==> src/rtl/bsg_fifo_packet_pkg.sv <==
// Shared types and default widths for the bridge-word <-> fabric-packet adapter.
package bsg_fifo_packet_pkg;

  localparam int fifo_width_gp   = 32;
  localparam int packet_width_gp = 128;

  typedef enum logic {
    E_TX_FILL = 1'b0,
    E_TX_SEND = 1'b1
  } tx_state_e;

  typedef enum logic {
    E_RX_IDLE  = 1'b0,
    E_RX_DRAIN = 1'b1
  } rx_state_e;

  // Never returns 0 so a single-word packet still gets a legal counter width.
  function automatic int safe_clog2(input int x);
    return (x <= 1) ? 1 : $clog2(x);
  endfunction

endpackage

==> src/rtl/bsg_packet_to_words.sv <==
// Receive path: latches one wide packet and hands it to the bridge one word at a time.
//   state      | meaning
//   E_RX_IDLE  | waiting for a packet, packet_ready_o high
//   E_RX_DRAIN | presenting slot rx_cnt_r on rx_data_o until the last word is taken
module bsg_packet_to_words
  import bsg_fifo_packet_pkg::*;
#(
  parameter int fifo_width_p   = fifo_width_gp,
  parameter int packet_width_p = packet_width_gp
) (
  input  logic                      clk_i,
  input  logic                      reset_n_i,
  input  logic                      packet_v_i,
  input  logic [packet_width_p-1:0] packet_data_i,
  output logic                      packet_ready_o,
  output logic                      rx_v_o,
  output logic [fifo_width_p-1:0]   rx_data_o,
  input  logic                      rx_ready_i,
  output logic [31:0]               rx_packets_o
);

  localparam int words_lp     = packet_width_p / fifo_width_p;
  localparam int cnt_width_lp = safe_clog2(words_lp);
  localparam logic [cnt_width_lp-1:0] last_cnt_lp = cnt_width_lp'(words_lp - 1);

  rx_state_e                                  state_r, state_n;
  logic [cnt_width_lp-1:0]                    rx_cnt_r, rx_cnt_n;
  logic [words_lp-1:0][fifo_width_p-1:0]      pkt_r;
  logic [31:0]                                packets_r;
  logic                                       accept, word_hs;

  assign packet_ready_o = (state_r == E_RX_IDLE) & reset_n_i;
  assign rx_v_o         = (state_r == E_RX_DRAIN);
  assign accept         = packet_v_i & packet_ready_o;
  assign word_hs        = rx_v_o & rx_ready_i;
  assign rx_packets_o   = packets_r;

  always_comb begin
    rx_data_o = '0;
    for (int i = 0; i < words_lp; i++) begin
      if (rx_cnt_r == cnt_width_lp'(i)) rx_data_o = pkt_r[i];
    end
  end

  always_comb begin
    state_n  = state_r;
    rx_cnt_n = rx_cnt_r;
    case (state_r)
      E_RX_IDLE: begin
        if (accept) begin
          state_n  = E_RX_DRAIN;
          rx_cnt_n = '0;
        end
      end
      E_RX_DRAIN: begin
        if (word_hs) begin
          if (rx_cnt_r == last_cnt_lp) begin
            state_n  = E_RX_IDLE;
            rx_cnt_n = '0;
          end else begin
            rx_cnt_n = rx_cnt_r + 1'b1;
          end
        end
      end
    endcase
  end

  always_ff @(posedge clk_i or negedge reset_n_i) begin
    if (!reset_n_i) begin
      state_r   <= E_RX_IDLE;
      rx_cnt_r  <= '0;
      pkt_r     <= '0;
      packets_r <= '0;
    end else begin
      state_r  <= state_n;
      rx_cnt_r <= rx_cnt_n;
      if (accept) begin
        pkt_r     <= packet_data_i;
        packets_r <= packets_r + 32'd1;
      end
    end
  end

endmodule

==> src/rtl/bsg_fifo_packet_adapter.sv <==
// Gathers host words into fabric packets (tx) and splits fabric packets into host words (rx).
//   state     | meaning
//   E_TX_FILL | accepting host words into slot tx_cnt_r, LSW first
//   E_TX_SEND | full packet held on packet_data_o until downstream takes it
module bsg_fifo_packet_adapter
  import bsg_fifo_packet_pkg::*;
#(
  parameter int fifo_width_p   = fifo_width_gp,
  parameter int packet_width_p = packet_width_gp
) (
  input  logic                      clk_i,
  input  logic                      reset_n_i,
  input  logic                      tx_v_i,
  input  logic [fifo_width_p-1:0]   tx_data_i,
  output logic                      tx_ready_o,
  output logic                      packet_v_o,
  output logic [packet_width_p-1:0] packet_data_o,
  input  logic                      packet_ready_i,
  input  logic                      packet_v_i,
  input  logic [packet_width_p-1:0] packet_data_i,
  output logic                      packet_ready_o,
  output logic                      rx_v_o,
  output logic [fifo_width_p-1:0]   rx_data_o,
  input  logic                      rx_ready_i,
  output logic [31:0]               tx_packets_o,
  output logic [31:0]               rx_packets_o
);

  localparam int words_lp     = packet_width_p / fifo_width_p;
  localparam int cnt_width_lp = safe_clog2(words_lp);
  localparam logic [cnt_width_lp-1:0] last_cnt_lp = cnt_width_lp'(words_lp - 1);

  tx_state_e                             tx_state_r, tx_state_n;
  logic [cnt_width_lp-1:0]               tx_cnt_r, tx_cnt_n;
  logic [words_lp-1:0][fifo_width_p-1:0] tx_pkt_r;
  logic [31:0]                           tx_packets_r;
  logic                                  word_hs, pkt_hs;

  // Ready is forced low during reset so the bridge never sees a phantom accept.
  assign tx_ready_o    = (tx_state_r == E_TX_FILL) & reset_n_i;
  assign packet_v_o    = (tx_state_r == E_TX_SEND);
  assign packet_data_o = tx_pkt_r;
  assign tx_packets_o  = tx_packets_r;
  assign word_hs       = tx_v_i & tx_ready_o;
  assign pkt_hs        = packet_v_o & packet_ready_i;

  always_comb begin
    tx_state_n = tx_state_r;
    tx_cnt_n   = tx_cnt_r;
    case (tx_state_r)
      E_TX_FILL: begin
        if (word_hs) begin
          if (tx_cnt_r == last_cnt_lp) begin
            tx_state_n = E_TX_SEND;
            tx_cnt_n   = '0;
          end else begin
            tx_cnt_n = tx_cnt_r + 1'b1;
          end
        end
      end
      E_TX_SEND: begin
        if (pkt_hs) tx_state_n = E_TX_FILL;
      end
    endcase
  end

  always_ff @(posedge clk_i or negedge reset_n_i) begin
    if (!reset_n_i) begin
      tx_state_r   <= E_TX_FILL;
      tx_cnt_r     <= '0;
      tx_pkt_r     <= '0;
      tx_packets_r <= '0;
    end else begin
      tx_state_r <= tx_state_n;
      tx_cnt_r   <= tx_cnt_n;
      for (int i = 0; i < words_lp; i++) begin
        if (word_hs && (tx_cnt_r == cnt_width_lp'(i))) tx_pkt_r[i] <= tx_data_i;
      end
      if (pkt_hs) tx_packets_r <= tx_packets_r + 32'd1;
    end
  end

  bsg_packet_to_words #(
    .fifo_width_p  (fifo_width_p),
    .packet_width_p(packet_width_p)
  ) u_rx (
    .clk_i         (clk_i),
    .reset_n_i     (reset_n_i),
    .packet_v_i    (packet_v_i),
    .packet_data_i (packet_data_i),
    .packet_ready_o(packet_ready_o),
    .rx_v_o        (rx_v_o),
    .rx_data_o     (rx_data_o),
    .rx_ready_i    (rx_ready_i),
    .rx_packets_o  (rx_packets_o)
  );

endmodule

==> config.mk <==
export PLATFORM = sky130hd
export DESIGN_NAME = bsg_fifo_packet_adapter
export DESIGN_NICKNAME = d
export VERILOG_FILES = /design/src/rtl/bsg_fifo_packet_pkg.sv /design/src/rtl/bsg_packet_to_words.sv /design/src/rtl/bsg_fifo_packet_adapter.sv
export SDC_FILE = /design/constraint.sdc
export NUM_CORES = 1
export LEC_CHECK = 0
export BUFFER_PORTS_ARGS = -buffer_cell sky130_fd_sc_hd__buf_2
export CAP_MARGIN = 20
export CORE_MARGIN = 2
export CORE_UTILIZATION = 35
export CTS_CLUSTER_DIAMETER = 40
export CTS_CLUSTER_SIZE = 24
export DETAILED_ROUTE_END_ITERATION = 10
export GPL_TIMING_DRIVEN = 0
export HOLD_SLACK_MARGIN = 0.12
export RECOVER_POWER = 100
export SLEW_MARGIN = 0
export SYNTH_ARGS = -nofsm -noshare
export SYNTH_HDL_FRONTEND = slang
export SYNTH_HIERARCHICAL = 1
export SYNTH_SLANG_ARGS = --single-unit
export TNS_END_PERCENT = 100
==> constraint.sdc <==
create_clock -name clk_i -period 2.15 [get_ports clk_i]
set_input_delay 0.215 -clock clk_i [delete_from_list [all_inputs] [get_ports clk_i]]
set_output_delay 0.215 -clock clk_i [all_outputs]
set_load 0.005 [all_outputs]
# After elaboration in Yosys (flattened, before gate mapping)

Index checks and enable logic that the tools add are counted.

Flip-flop bits (word level): 326
Input bits: 166
Output and inout port bits: 228
Word-level logic and storage cells: 59

Add/subtract/negate cells: 4
Equal/unequal tests: 8
Multiplexer cells: 17
Bitwise operators: 8
Reduce and logical (&&, ||, !) cells: 8

Operators with widths:

| operator                                                         | count |
|---|---|
| 32-bit 2-to-1 mux                                                | 4 |
| 32-bit by 1-bit adder with 32-bit output (second input constant) | 2 |
| 2-bit == test (second input constant)                            | 4 |
| 2-bit 2-to-1 mux                                                 | 4 |
| 1-bit AND                                                        | 6 |
| 1-bit 2-to-1 mux                                                 | 6 |
| 2-bit by 1-bit adder with 2-bit output (second input constant)   | 2 |
| 2-bit by 1-bit == test with 1-bit output (second input constant) | 2 |
| 1-bit logical AND                                                | 4 |
| 2-bit logical NOT                                                | 2 |
| 1-bit case mux with 2 select lines                               | 2 |
| 2-bit case mux with 2 select lines                               | 1 |
| 2-bit AND reduction                                              | 2 |
| 2-bit by 1-bit != test with 1-bit output (second input constant) | 1 |
| 2-bit != test (second input constant)                            | 1 |
| 1-bit inverter                                                   | 2 |

# Depth between registers and ports, before layout

Gate-level depths: netlist (run 1).

Depth in word-level cells: 5
Gate-level depth with buffers: 7
Depth with buffers taken out: 6

# Cells and area by module

Netlist (run 1), hierarchy kept.

By module, submodules not included:

| module                  | times used | cells an instance | area each (µm²) | seq. area each (µm²) |
|---|---|---|---|---|
| bsg_packet_to_words     | 1          | 838               | 7,372.1         | 4,078.9 |
| bsg_fifo_packet_adapter | 1          | 413               | 6,386.1         | 4,078.9 |

# Worst setup path before layout (run 1)

No wires, ideal clock.

Kind: reg2out
Start: register u_rx.rx_cnt_r[0]
End: output rx_data_o[0]
Arrival: 1.452 ns
Data required time: 1.935 ns
Slack: 0.483 ns
Cell stages (with the launch flop): 7
Path buffers: 2
Cells stage by stage: dfrtp_1 -> ha_1 -> clkbuf_1 -> nor2b_1 -> buf_2 -> a221oi_1 -> o31ai_1

Word-level cells in the longest chain between the ends: 5
Elaborated cells on any way between the ends: 8
Classes of those cells: 3 x eq/ne; 4 x mux; 1 x reduce/logical

RTL lines:

| element                         | line                          | source |
|---|---|---|
| from (decl)                     | bsg_packet_to_words.sv:27     | `logic [cnt_width_lp-1:0] rx_cnt_r, rx_cnt_n;` |
| from (signal assigned)          | bsg_packet_to_words.sv:76     | `rx_cnt_r <= rx_cnt_n;` |
| 2-bit logical NOT               | bsg_packet_to_words.sv:41     | `if (rx_cnt_r == cnt_width_lp'(i)) rx_data_o = pkt_r[i];` |
| 32-bit 2-to-1 mux (3 in series) | bsg_packet_to_words.sv:41     |  |
| 32-bit 2-to-1 mux *             | bsg_packet_to_words.sv:41     |  |
| to (decl)                       | bsg_fifo_packet_adapter.sv:23 | `output logic [fifo_width_p-1:0] rx_data_o,` |

Every way passes the cells marked *; elsewhere a longest branch is shown, timed or not.

# Worst setup path after layout (run 1)

Start: register u_rx.rx_cnt_r[0]
End: output rx_data_o[11]

The elaborated chain is that of the path after synthesis.

==> out/results.ini, run 1 <==
[cts]
clockRootBuffer = clkbuf_16
cts_tree = yes
clk_path_buf_depth = 3
h-tree-depth = 2
path_clk_slew_ns = 0.05
cts_sinks = 326
cts_inserted_buffers = 51
insertion_delay_ns = 0.58

[floorplanning]
io_pins = 394
fp.dieW_um = 202
start_util_pct = 35.5
die_area_um2 = 40900
core_area_um2 = 38700
placementRows = 72
die_y_um = 202

[place]
dpl_cell_area_um2 = 16500
io_buffers = 393
gp_congestion = 0.831
hpwlAfterDp_um = 29500
dp_slack_ns = -0.362

[hold_path]
worst_hold_path.endpoint = u_rx/rx_packets_o[4]
hp-start = packet_v_i
hold_class = in -> reg
worstHoldPathCells = 4

[logic_synthesis]
synthCells = 1251
ys_ff_latch = 326
syn_area_um2 = 13800
syn_nets = 1427
ys_types = 36
yosysSeqAreaShare_pct = 59.3
ys_warn_count = 6
syn_avg_cell_area_um2 = 11.0

[power]
max-vdd-ir-drop_mv = 0.861
power.density_nw_per_um2 = 1400
cellLeakagePower_nw = 10.0

[drt]
avgViaCountPerCell = 4.91
drt-pass1-iter-count = 5
routed_wl_um = 44900
antenna_left = 0
first_iter_violations = 660
post_drt_wl_per_cell_um = 18.3
vias = 12100
drc = 0

[critical_path]
endpoint_kind = primary output
criticalPathCategory = reg -> out
r2r_end = u_rx/pkt_r[110]
cp.arrival_ns = 2.28
reg2reg_slack_ns = 0.02
reg2regPathDepth = 6
cp.required_ns = 1.93
cp_max_fo = 5
cp-start-kind = flip-flop
r2r_start = u_rx/rx_v_o

[timing]
worst_pin_slew_ns = 1.32
slew_headroom_pct = 12.2
hold_violations = 0
fmax_mhz = 400
min_period_over_period_pct = 116
period_needed_ns = 2.50
finalWorstSetupSlack_ns = -0.349
slew_viol_final = 0
rsz0062_at_grt = yes
setup_viol = 255
clock_skew_ns = 0.0138

[finish]
fin_area_um2 = 20700
final_cell_mix = nand2_1 (449), dfrtp_1 (325), buf_2 (276)
nFillCells = 3436
syn_to_final_growth_pct = 50.7
seqCellArea_um2 = 8160
layout.nets = 2066
multi_input_area_um2 = 5650
layout_commonest_cell = nand2_1
drive_gt1_share_pct = 32.7

[run_status]
status = finished with violations
violations = negative setup slack

[run]
max_cap_viol_count = 0

[grt]
grt-ovfl-total = 0
first_global_vias = 12600
grt_use_total_pct = 21.7
antenna_found_initial = 2
grt_max_degree = 116
grt_pass1_wl_um = 69800

## per-layer routing
metal	GRT usage, %	wire length [µm]
met5	0	0
met4	9.38	1800
met2	34.7	21400
met1	28.4	18900
met3	4.64	2770
## registers in the layout, indices dropped and copies added, names as in the netlist
name	count
packet_data_o	128
u_rx/pkt_r	128
tx_packets_o	32
u_rx/rx_packets_o	32
tx_cnt_r	2
u_rx/rx_cnt_r	2
packet_v_o	1
u_rx/rx_v_o	1
## cell usage after synthesis
cell	number	area share, %
a21oi_1	2	0.073
a221oi_1	31	2.0
and2_1	5	0.23
and2b_1	1	0.055
and3_1	9	0.41
and4_1	6	0.38
buf_1	5	0.14
buf_2	24	0.87
buf_4	9	0.49
clkbuf_1	26	0.71
dfrtp_1	326	59
ha_1	10	0.91
inv_1	6	0.16
mux2_2	129	11
nand2_1	452	12
nand2_2	1	0.046
nand3_1	28	1.0
nand3_2	1	0.073
nand3b_1	1	0.055
nand4_1	21	0.95
nand4_2	2	0.18
nand4_4	1	0.15
nand4b_4	1	0.17
nor2_1	8	0.22
nor2b_1	33	1.5
nor2b_2	1	0.064
nor3_1	3	0.11
nor3_2	3	0.22
nor4_1	1	0.046
nor4_4	4	0.62
nor4b_1	1	0.064
o21ai_0	5	0.18
o31ai_1	32	1.7
or2_2	1	0.046
xnor2_1	53	3.4
xor2_1	9	0.57
## layout make-up
class                      count  area share [%]
antenna                        5          0.0604
buffer                        62            2.27
clock buffer                  61            6.78
clock inverter                35            2.51
inverter                       6           0.121
multi-input combinational    855            27.3
sequential                   326            39.4
tap                          518            3.13
timing repair buffer         588            18.5
## worst max path at each step
| stage | to | from | slack [ns] |
|---|---|---|---|
| floorplan | rx_data_o[0] | u_rx/rx_cnt_r[0] | 0.48 |
| global placement | u_rx/rx_packets_o[31] | reset_n_i | -5.79 |
| global route | rx_data_o[11] | u_rx/rx_cnt_r[0] | -0.44 |
| CTS | rx_data_o[1] | u_rx/rx_cnt_r[0] | -0.32 |
| detailed placement | u_rx/pkt_r[94] | reset_n_i | -0.36 |
| finish | rx_data_o[11] | u_rx/rx_cnt_r[0] | -0.35 |
## stage by stage
step	TNS [ns]	util, %	instances	total power [mW]	hold slack (ns)
global placement	-3428.70	42.3	2162	17.7	0.409
global route	-86.27	53.5	2454	30.6	0.182
floorplan	0	-	1251	14.0	-0.0806
finish	-55.65	53.5	2456	29.0	0.178
detailed placement	-63.48	42.5	2165	17.9	0.0998
CTS	-8.82	53.8	2446	29.0	0.0187
## worst max-delay path: stages, from the launching register on
cell      delay, ns
dfrtp_2        0.45
inv_4          0.09
ha_4           0.13
nor2b_4        0.19
buf_6          0.16
buf_8          0.14
buf_6          0.11
a221oi_2       0.05
o31ai_1        0.22
buf_2          0.16
## repair_timing
action,CTS,global route
cloned,4,2
setup buffers,15,2
hold buffers,169,1
hold endpoints to repair,508,145
endpoints found under the setup margin,32,208
resized for setup,113,29
pin swaps,13,9
## kinds of logic (layout without fill, tap and decap cells)
family / after synthesis / count (layout) / share of synthesized area (%)
simple gates: 584 / 584 / 18.9
mux: 129 / 129 / 10.6
xor+xnor: 62 / 62 / 3.95
buf+inv: 70 / 752 / 2.37
compound gates: 70 / 70 / 3.97
other cells: 0 / 5 / 0
fa+ha+maj: 10 / 10 / 0.909
flops: 326 / 326 / 59.3
## power breakdown
part | internal (mW) | total, mW | switching [mW]
clock network | 6.04 | 9.18 | 3.14
registers | 8.67 | 10.3 | 1.61
logic | 4.73 | 9.54 | 4.81
total | 19.4 | 29.0 | 9.56
(Power assumes the default switching activity.)
==> run 2: changes to the inputs <==
--- a/config.mk
+++ b/config.mk
@@ -5,8 +5,10 @@
 export SDC_FILE = /design/constraint.sdc
 export NUM_CORES = 1
 export LEC_CHECK = 0
+export ABC_AREA = 1
 export BUFFER_PORTS_ARGS = -buffer_cell sky130_fd_sc_hd__buf_2
 export CAP_MARGIN = 20
+export CORE_ASPECT_RATIO = 0.6
 export CORE_MARGIN = 2
 export CORE_UTILIZATION = 35
 export CTS_CLUSTER_DIAMETER = 40
@@ -15,6 +17,7 @@
 export GPL_TIMING_DRIVEN = 0
 export HOLD_SLACK_MARGIN = 0.12
 export RECOVER_POWER = 100
+export REMOVE_ABC_BUFFERS = 1
 export SLEW_MARGIN = 0
 export SYNTH_ARGS = -nofsm -noshare
 export SYNTH_HDL_FRONTEND = slang
==> run 2 against run 1 <==
The run still ends with negative setup slack left. First-iteration DRC count is 56% higher. Combinational power down 4.3%. Flip-flop and latch count is the same. Clock power is 19% lower. Critical path type unchanged. Largest cell class unchanged.
==> out/results.ini, run 2 <==
[timing]
finalWorstSetupSlack_ns = -0.238
hold_violations = 0
worst_pin_slew_ns = 1.07
setup_viol = 48
min_period_over_period_pct = 111
clock_skew_ns = 0.0267
slew_headroom_pct = 29.0
fmax_mhz = 419
rsz0062_at_grt = yes
period_needed_ns = 2.39
whs_ns = 0.243
slew_viol_final = 0

[critical_path]
cp-start-kind = flip-flop
cp.arrival_ns = 2.17
endpoint_kind = primary output
criticalPathCategory = reg -> out
cp.required_ns = 1.93
reg2reg_slack_ns = 0.07
cp_max_fo = 6
reg2regPathDepth = 10

[place]
io_buffers = 393
gp_congestion = 0.884
hpwlAfterDp_um = 29900

[drt]
antenna_left = 0
post_drt_wl_per_cell_um = 17.7
avgViaCountPerCell = 4.87
vias = 13800
routed_wl_um = 50300
first_iter_violations = 1032
drc = 0
drt-pass1-iter-count = 5

[floorplanning]
fp.dieW_um = 267
placementRows = 57
start_util_pct = 35.6
io_pins = 394
die_area_um2 = 43000
die_y_um = 162
core_area_um2 = 40700

[finish]
layout.nets = 2455
layout_commonest_cell = nand2_1
seqCellArea_um2 = 8160
final_util_pct = 50.6
final_cell_mix = nand2_1 (723), dfrtp_1 (324), buf_2 (242)
drive_gt1_share_pct = 19.0
nFillCells = 3808
multi_input_area_um2 = 5620
syn_to_final_growth_pct = 42.2

[logic_synthesis]
yosysSeqAreaShare_pct = 56.4
synth_edf_count = 0
synthArstFlopShare_pct = 100
yosys-top-cells-area = dfrtp_1 (56%), nand2_1 (19%), o21ai_0 (3.8%)
synth_top_cell_area_share_pct = 56.4
ys_ff_latch = 326
yosysMostFrequentCell = nand2_1
synth_top_area_cell = dfrtp_1
ys_warn_count = 6
syn_area_um2 = 14500
ys_types = 36
synthCells = 1701
synth_common_cells = nand2_1 (730), dfrtp_1 (326), o21ai_0 (109)
synth_ff_type = dfrtp_1
syn_avg_cell_area_um2 = 8.51

[cts]
insertion_delay_ns = 0.54
cts_sinks = 326
clk_path_buf_depth = 3
path_clk_slew_ns = 0.06
cts_tree = yes
h-tree-depth = 2
cts_inserted_buffers = 41
cts_hold_buf = 175
clockRootBuffer = clkbuf_16

[hold_path]
hold_class = in -> async

[power]
power.density_nw_per_um2 = 1290
max-vdd-ir-drop_mv = 0.533
cellLeakagePower_nw = 10.3

[grt]
grt_use_total_pct = 22.6
grt_pass1_wl_um = 76600
antenna_found_initial = 1
grt-ovfl-total = 0
grt_max_degree = 109
first_global_vias = 13500

[run_status]
violations = negative setup slack
status = finished with violations

[run]
max_cap_viol_count = 0

## run 2: cell types whose count changed after synthesis, sizes merged, moves of 13 or more
cell / before / now
a221oi: 31 / 0
nor2: 8 / 107
o21ai: 5 / 137
o31ai: 32 / 0
a21o: 0 / 33
xnor2: 53 / 20
mux2: 129 / 0
buf: 38 / 51
nor2b: 34 / 0
inv: 6 / 98
nand2: 453 / 739
a21oi: 2 / 64
## run 2: worst paths after layout
check / to / from
worst max-delay path: rx_data_o[29] / u_rx/rx_cnt_r[0]
worst min-delay path: packet_data_o[7] / reset_n_i
worst max register to register: u_rx/rx_packets_o[25] / u_rx/rx_v_o
worst min register to register: u_rx/pkt_r[49] / u_rx/pkt_r[49]
max in group asynchronous: u_rx/pkt_r[53] / reset_n_i
min in group clk_i: u_rx/pkt_r[117] / packet_v_i
## run 2: kinds of logic after synthesis
group           Yosys count  synth area share (%)
flops                   326                  56.4
compound gates          236                  9.02
xor+xnor                 35                  2.17
simple gates            919                  26.1
buf+inv                 175                  5.52
fa+ha+maj                10                 0.864
## run 2: where the power goes
part           total (mW)  switching, mW  internal [mW]
registers            9.96           1.44           8.52
logic                9.13           5.14           3.99
clock network        7.47           2.91           4.56
## run 2: per-stage QoR
step            TNS, ns  instance area, µm²  instances  power (mW)  worst slack, ns
4_1_cts           -6.08               20900       2836        26.7           -0.284
5_1_grt          -24.17               20600       2843        28.1           -0.314
2_1_floorplan   -129.94               14000       1625        13.6            -1.41
3_3_place_gp   -4286.27               16700       2549        17.1           -11.17
3_5_place_dp     -98.42               17000       2558        17.5           -0.912
6_report          -6.85               20600       2844        26.6           -0.238
## run 2: final cells by class
cell class	instances	share of cell area, %
Tap cell	531	3.23
Inverter	99	1.99
Antenna cell	2	0.0243
Sequential cell	326	39.6
Clock buffer	49	5.48
Timing Repair Buffer	611	20.6
Multi-Input combinational cell	1200	27.3
Clock inverter	26	1.73
## run 2: timing repair
| item | in CTS | in global routing |
|---|---|---|
| resized for setup | 41 | 12 |
| endpoints found under the hold margin | 480 | 170 |
| cloned | 6 | 3 |
| pin swaps | 7 | 3 |
| endpoints found under the setup margin | 43 | 45 |
| buffers inserted | 22 | 3 |
## run 2: critical path, cell delays in order (launching register included)
cell	delay, ns
dfrtp_2	0.44
ha_4	0.21
nor2_4	0.15
buf_12	0.15
buf_16	0.14
nand2_2	0.04
a21o_1	0.21
a21oi_1	0.14
buf_2	0.15
## run 2: per-layer routing
metal,track usage [%],vias to the layer above,share of wire (%)
li1,-,6519,-
met3,4.15,110,5.8
met2,35.6,501,45
met5,0,-,0
met1,31.8,6708,46
met4,6.92,0,2.6
